<file path="src/rtl/vcve2_rf_wr_arbiter.sv">
// vcve2_rf_wr_arbiter: shares the scalar register-file write port among
// ID/EX results, LSU load data and scalar results returned by the vector
// unit. Vector results are queued in a small FIFO. An age counter bounds how
// long the FIFO head can be held off by ID writes.
module vcve2_rf_wr_arbiter #(
  parameter int unsigned VecFifoDepth = 2,
  parameter int unsigned StarveLimit  = 4
) (
  input  logic                                  clk_i,
  input  logic                                  rst_ni,
  input  logic                                  rf_we_id_i,
  input  logic [4:0]                            rf_waddr_id_i,
  input  logic [31:0]                           rf_wdata_id_i,
  input  logic                                  rf_we_lsu_i,
  input  logic [4:0]                            rf_waddr_lsu_i,
  input  logic [31:0]                           rf_wdata_lsu_i,
  input  logic                                  vec_valid_i,
  output logic                                  vec_ready_o,
  input  logic [4:0]                            vec_waddr_i,
  input  logic [31:0]                           vec_wdata_i,
  output logic                                  rf_we_o,
  output logic [4:0]                            rf_waddr_o,
  output logic [31:0]                           rf_wdata_o,
  output logic                                  id_stall_o,
  output logic [$clog2(VecFifoDepth+1)-1:0]     vec_count_o
);

  localparam int unsigned PtrW = (VecFifoDepth > 1) ? $clog2(VecFifoDepth) : 1;
  localparam int unsigned CntW = $clog2(VecFifoDepth + 1);
  localparam int unsigned StW  = $clog2(StarveLimit + 1);

  logic [PtrW-1:0] wptr_q, wptr_d;
  logic [PtrW-1:0] rptr_q, rptr_d;
  logic [CntW-1:0] count_q, count_d;
  logic [StW-1:0]  starve_q, starve_d;

  // FIFO payload storage carries no reset; occupancy alone decides validity.
  logic [4:0]  addr_mem_q [VecFifoDepth];
  logic [31:0] data_mem_q [VecFifoDepth];

  logic fifo_empty;
  logic starve_max;
  logic grant_lsu;
  logic grant_vec;
  logic grant_id;
  logic push_store;

  assign fifo_empty  = (count_q == '0);
  assign starve_max  = (starve_q == StW'(StarveLimit));
  // No pop-to-push bypass: a full FIFO refuses pushes for the whole cycle.
  assign vec_ready_o = (count_q != CntW'(VecFifoDepth));
  // Writes to x0 complete the handshake but are dropped here.
  assign push_store  = vec_valid_i & vec_ready_o & (vec_waddr_i != 5'd0);
  assign vec_count_o = count_q;

  // Fixed-priority grant: LSU, then vector (when ID is idle or the head is starved), then ID.
  always_comb begin
    grant_lsu = rf_we_lsu_i;
    grant_vec = ~grant_lsu & ~fifo_empty & (starve_max | ~rf_we_id_i);
    grant_id  = ~grant_lsu & ~grant_vec & rf_we_id_i;
  end

  assign id_stall_o = rf_we_id_i & ~grant_id;

  // Route the granted source to the RF write port; zeros when nothing is granted.
  always_comb begin
    rf_we_o    = 1'b0;
    rf_waddr_o = 5'd0;
    rf_wdata_o = 32'd0;
    if (grant_lsu) begin
      rf_we_o    = 1'b1;
      rf_waddr_o = rf_waddr_lsu_i;
      rf_wdata_o = rf_wdata_lsu_i;
    end else if (grant_vec) begin
      rf_we_o    = 1'b1;
      rf_waddr_o = addr_mem_q[rptr_q];
      rf_wdata_o = data_mem_q[rptr_q];
    end else if (grant_id) begin
      rf_we_o    = 1'b1;
      rf_waddr_o = rf_waddr_id_i;
      rf_wdata_o = rf_wdata_id_i;
    end
  end

  // Next-state for FIFO pointers, occupancy and the starvation counter.
  always_comb begin
    wptr_d   = wptr_q;
    rptr_d   = rptr_q;
    count_d  = count_q;
    starve_d = starve_q;
    if (push_store) begin
      wptr_d = wptr_q + 1'b1;
    end
    if (grant_vec) begin
      rptr_d = rptr_q + 1'b1;
    end
    case ({push_store, grant_vec})
      2'b10:   count_d = count_q + 1'b1;
      2'b01:   count_d = count_q - 1'b1;
      default: count_d = count_q;
    endcase
    if (grant_vec || fifo_empty) begin
      starve_d = '0;
    end else if (!starve_max) begin
      starve_d = starve_q + 1'b1;
    end
  end

  // Control state register with synchronous active-low reset.
  always_ff @(posedge clk_i) begin
    if (!rst_ni) begin
      wptr_q   <= '0;
      rptr_q   <= '0;
      count_q  <= '0;
      starve_q <= '0;
    end else begin
      wptr_q   <= wptr_d;
      rptr_q   <= rptr_d;
      count_q  <= count_d;
      starve_q <= starve_d;
    end
  end

  // Payload write into the slot at the write pointer.
  always_ff @(posedge clk_i) begin
    if (push_store) begin
      addr_mem_q[wptr_q] <= vec_waddr_i;
      data_mem_q[wptr_q] <= vec_wdata_i;
    end
  end

  // LSU writebacks cannot stall, so the pipeline must never overlap them with ID writes.
  no_lsu_id_overlap: assert property (@(posedge clk_i) disable iff (!rst_ni)
    !(rf_we_lsu_i && rf_we_id_i));

endmodule

</file>
<file path="config.mk">
export PLATFORM = sky130hd
export DESIGN_NAME = vcve2_rf_wr_arbiter
export DESIGN_NICKNAME = d
export VERILOG_FILES = /design/src/rtl/vcve2_rf_wr_arbiter.sv
export SDC_FILE = /design/constraint.sdc
export NUM_CORES = 1
export LEC_CHECK = 0
export CAP_MARGIN = 25
export CORE_MARGIN = 3
export CORE_UTILIZATION = 37
export CTS_BUF_LIST = sky130_fd_sc_hd__clkbuf_8
export CTS_CLUSTER_SIZE = 12
export DETAILED_ROUTE_END_ITERATION = 8
export GPL_ROUTABILITY_DRIVEN = 0
export PLACE_DENSITY = 0.71
export SYNTH_ARGS = -nofsm -noshare
export SYNTH_HDL_FRONTEND = slang
export SYNTH_SLANG_ARGS = --single-unit
export TNS_END_PERCENT = 5
</file>
<file path="constraint.sdc">
create_clock -name clk_i -period 3.7 [get_ports clk_i]
set_input_delay 0.74 -clock clk_i [delete_from_list [all_inputs] [get_ports clk_i]]
set_output_delay 0.74 -clock clk_i [all_outputs]
set_load 0.05 [all_outputs]
</file>
==> impl_results.md, run 1 <==
* Status: finished, final reports clean
* Crit path launch type: input port
* Flop-to-flop setup slack at 1.65 ns
* Top Ports at 158
* FF-to-FF path depth at 8
* Worst Path Class, Setup: in -> out
* WP data required at 2.96 ns
* Worst reg2reg startpoint: starve_q[0]$_SDFFE_PP0N_
* Post-CTS Hold Buffers at 0
* RSZ-0062 raised after global routing: false
* Core area at 10400 um2
* Synth Area per Inst at 13.5 um2
* CTS Buf Count at 9
* Filler instances at 894
* PnR worst setup slack at 0.531 ns
* Post-DRT Antenna Nets at 0
* Post-synth top area cell: edfxtp_1
* Final Power at 2.65 mW
* Synthesized flop and latch total at 82
* FMAX at 0.316 GHz
* Most frequent CP cell: buf_4
* Antenna cells at 0
* # rows at 37
* Synthesis-to-layout area growth at 45.5%
* Ys flop type: edfxtp_1
* Top cell type's share of synthesized area at 55.4%
* CP startpoint: rf_we_id_i
* Post-synthesis sequential area ratio at 59.4%
* Worst-Skew Late Latency at 0.34 ns
* Post-CTS Setup Bufs at 0
* Final instance area at 5830 um2
* Final Hold Fails at 0
* Initial antenna violation count at 0
* Vias/cell at 5.19
* Period utilization at 85.6%
* Worst-Margin Slew at 0.710 ns
* Synth Cell Area at 4010 um2
* Pleak at 2.05 nW
* Max-slew violation count at 0
* Post-place setup slack at 0.527 ns
* Iter 0 DRT Violations at 159
* Worst R2R End: vec_count_o[1]$_SDFFE_PN0P_
* CTS root buf: clkbuf_8
* Largest net degree at the start of global routing at 42
* Max-cap violations at 0
* CTS Buffer Depth at 2
* Synth warn at 0
* Top cells by area, synth: edfxtp_1 (55%), mux2i_1 (9.5%), o211ai_2 (9.4%)
* Final setup violation count at 0
* Min Tclk post-route at 3.17 ns
* Drt total wl at 10200 um
* CP cell instances: clkdlybuf4s50_1 -> a21boi_4 -> or2_2 -> buf_4 -> o211ai_1 -> buf_4
* Post-Route Skew at 0.00841 ns
* Kind of cell adding the most delay to the critical path: buffers and inverters
* Via count at 3083
* DR WL/cell at 17.1 um
* Vias in the first global route at 3122
* Residual DRC count at 0
* Share of layout cells above drive strength 1 at 22.7%
* Fin Setup TNS at 0 ns
* H-tree depth at 3
* Starting density of the core at 38.5%
* Crit path to: rf_wdata_o[17]
* PD cells at 454 nW/um2
* Unique cell type count in the Yosys netlist at 28
* Die width at 110 um
* Final hold slack at 0.510 ns
* Post-Syn Instances at 297
* Critical path buffers and inverters at 3
* Setup crit end kind: output port
* PostCTS Resize Cnt at 0
* Utilization after layout at 56.0%
* Global Route Usage Sum at 16.5%
* Crit-path max FO at 19
* Die ar. at 12100 um2
* CTS tree: done
* Placement Cell Area at 5650 um2
* Mapped Nets at 416
* Nets at 572
* Clk sink count at 82
* Non-Filler Instances at 594
* Slowest CP cell: clkdlybuf4s50_1
* Drt pass-1 iters at 4
* Final global-route overflow total at 0
* Min-Delay Path Class: reg -> reg
* First-pass GRT wire length at 15400 um
* FFs w/ async S/R, synth at 0%
* IO Port Bufs at 157
* Chip height at 110 um
* Critical Path Stages at 6
* Clk pin slew, worst setup/hold paths at 0.08 ns
* Peak supply drop at 0.213 mV
* Inst Count DP at 578
* Number of synthesized flops with an enable pin at 74
* Post-DP HPWL at 7220 um
* Crit path DAT at 2.43 ns
* Worst rel slew slack at 52.6%
* Max incr delay on CP at 0.47 ns
[where the power goes]
group	total (mW)	internal [mW]	switching, mW
Sequential	1.18	1.13	0.0533
Clock	0.613	0.304	0.310
Combinational	0.857	0.332	0.525
Total	2.65	1.76	0.888
[worst min-delay path: cells and delay by family (launching register included)]
family          cells  cell delay [ns]
flops               1             0.33
simple gates        1             0.08
compound gates      1             0.05
[placed cells by master, fill, tap and decap left out, types with 2 or more instances in the layout]
cell type / n
dfxtp_1: 7
clkinv_1: 2
o211ai_2: 30
xnor2_1: 2
nor2_4: 2
clkbuf_8: 9
inv_1: 6
nand2_1: 42
clkinvlp_4: 2
edfxtp_1: 74
o211ai_1: 44
mux2i_1: 38
or3_1: 3
o21ai_0: 2
clkdlybuf4s50_1: 117
nor2_1: 4
buf_4: 51
a21oi_1: 4
ha_1: 3
[kinds of logic after synthesis]
family	count (synthesis)	synth area share, %
AO/OA/AOI/OAI	85	19.8
XOR/XNOR	3	0.655
adder cells (fa/ha/maj)	3	0.936
buffers and inverters	29	3.81
flip-flops	82	59.4
multiplexers	38	9.49
AND/OR/NAND/NOR	57	5.96
[flip-flops by register name, indices dropped and copies added, names as in the netlist, named ones only]
name,count
wptr_q,1
starve_q,3
addr_mem_q,10
vec_count_o,2
rptr_q,1
data_mem_q,64
[worst min-delay path by stage]
stage,slack [ns],from,cells after the start,end
floorplan,0.45,wptr_q$_SDFFE_PN0P_,2,wptr_q$_SDFFE_PN0P_
global route,0.53,starve_q[1]$_SDFFE_PP0N_,2,starve_q[1]$_SDFFE_PP0N_
detailed placement,0.50,rptr_q$_SDFFE_PN0N_,2,flip-flop
CTS,0.51,starve_q[1]$_SDFFE_PP0N_,2,starve_q[1]$_SDFFE_PP0N_
global placement,0.48,rptr_q$_SDFFE_PN0N_,2,flip-flop
finish,0.51,starve_q[1]$_SDFFE_PP0N_,2,starve_q[1]$_SDFFE_PP0N_
[final cells by class]
type	instances	area, um2	area share, %
timing repair buffer	169	1560	26.7
tap	136	170	2.92
clock inverter	7	61.3	1.05
sequential	82	2380	40.9
clock buffer	9	124	2.12
inverter	5	18.8	0.322
multi-input combinational	186	1520	26.0
[metal layers]
metal	wire length, um	up-vias	GRT usage, %
met2	5180	111	29.9
met5	0	-	0
met4	139	0	5.01
li1	-	1469	-
met1	4120	1492	19.4
met3	727	11	3.90
[Yosys cell counts, types with 2 or more instances]
cell type	n
clkbuf_1	9
inv_1	5
edfxtp_1	74
mux2i_1	38
xnor2_1	2
nor2_1	6
o211ai_2	30
dfxtp_1	8
o211ai_1	44
o21ai_0	2
a21oi_1	4
buf_6	4
nand2_1	42
or3_1	3
ha_1	3
buf_2	11
(Power assumes the default switching activity.)
==> inputs of run 2 (changes only) <==
Settings changed: SETUP_SLACK_MARGIN set to 0.02.
==> results of run 2 <==
Same layout as run 1: the final DEF is identical, and so are final timing and power.
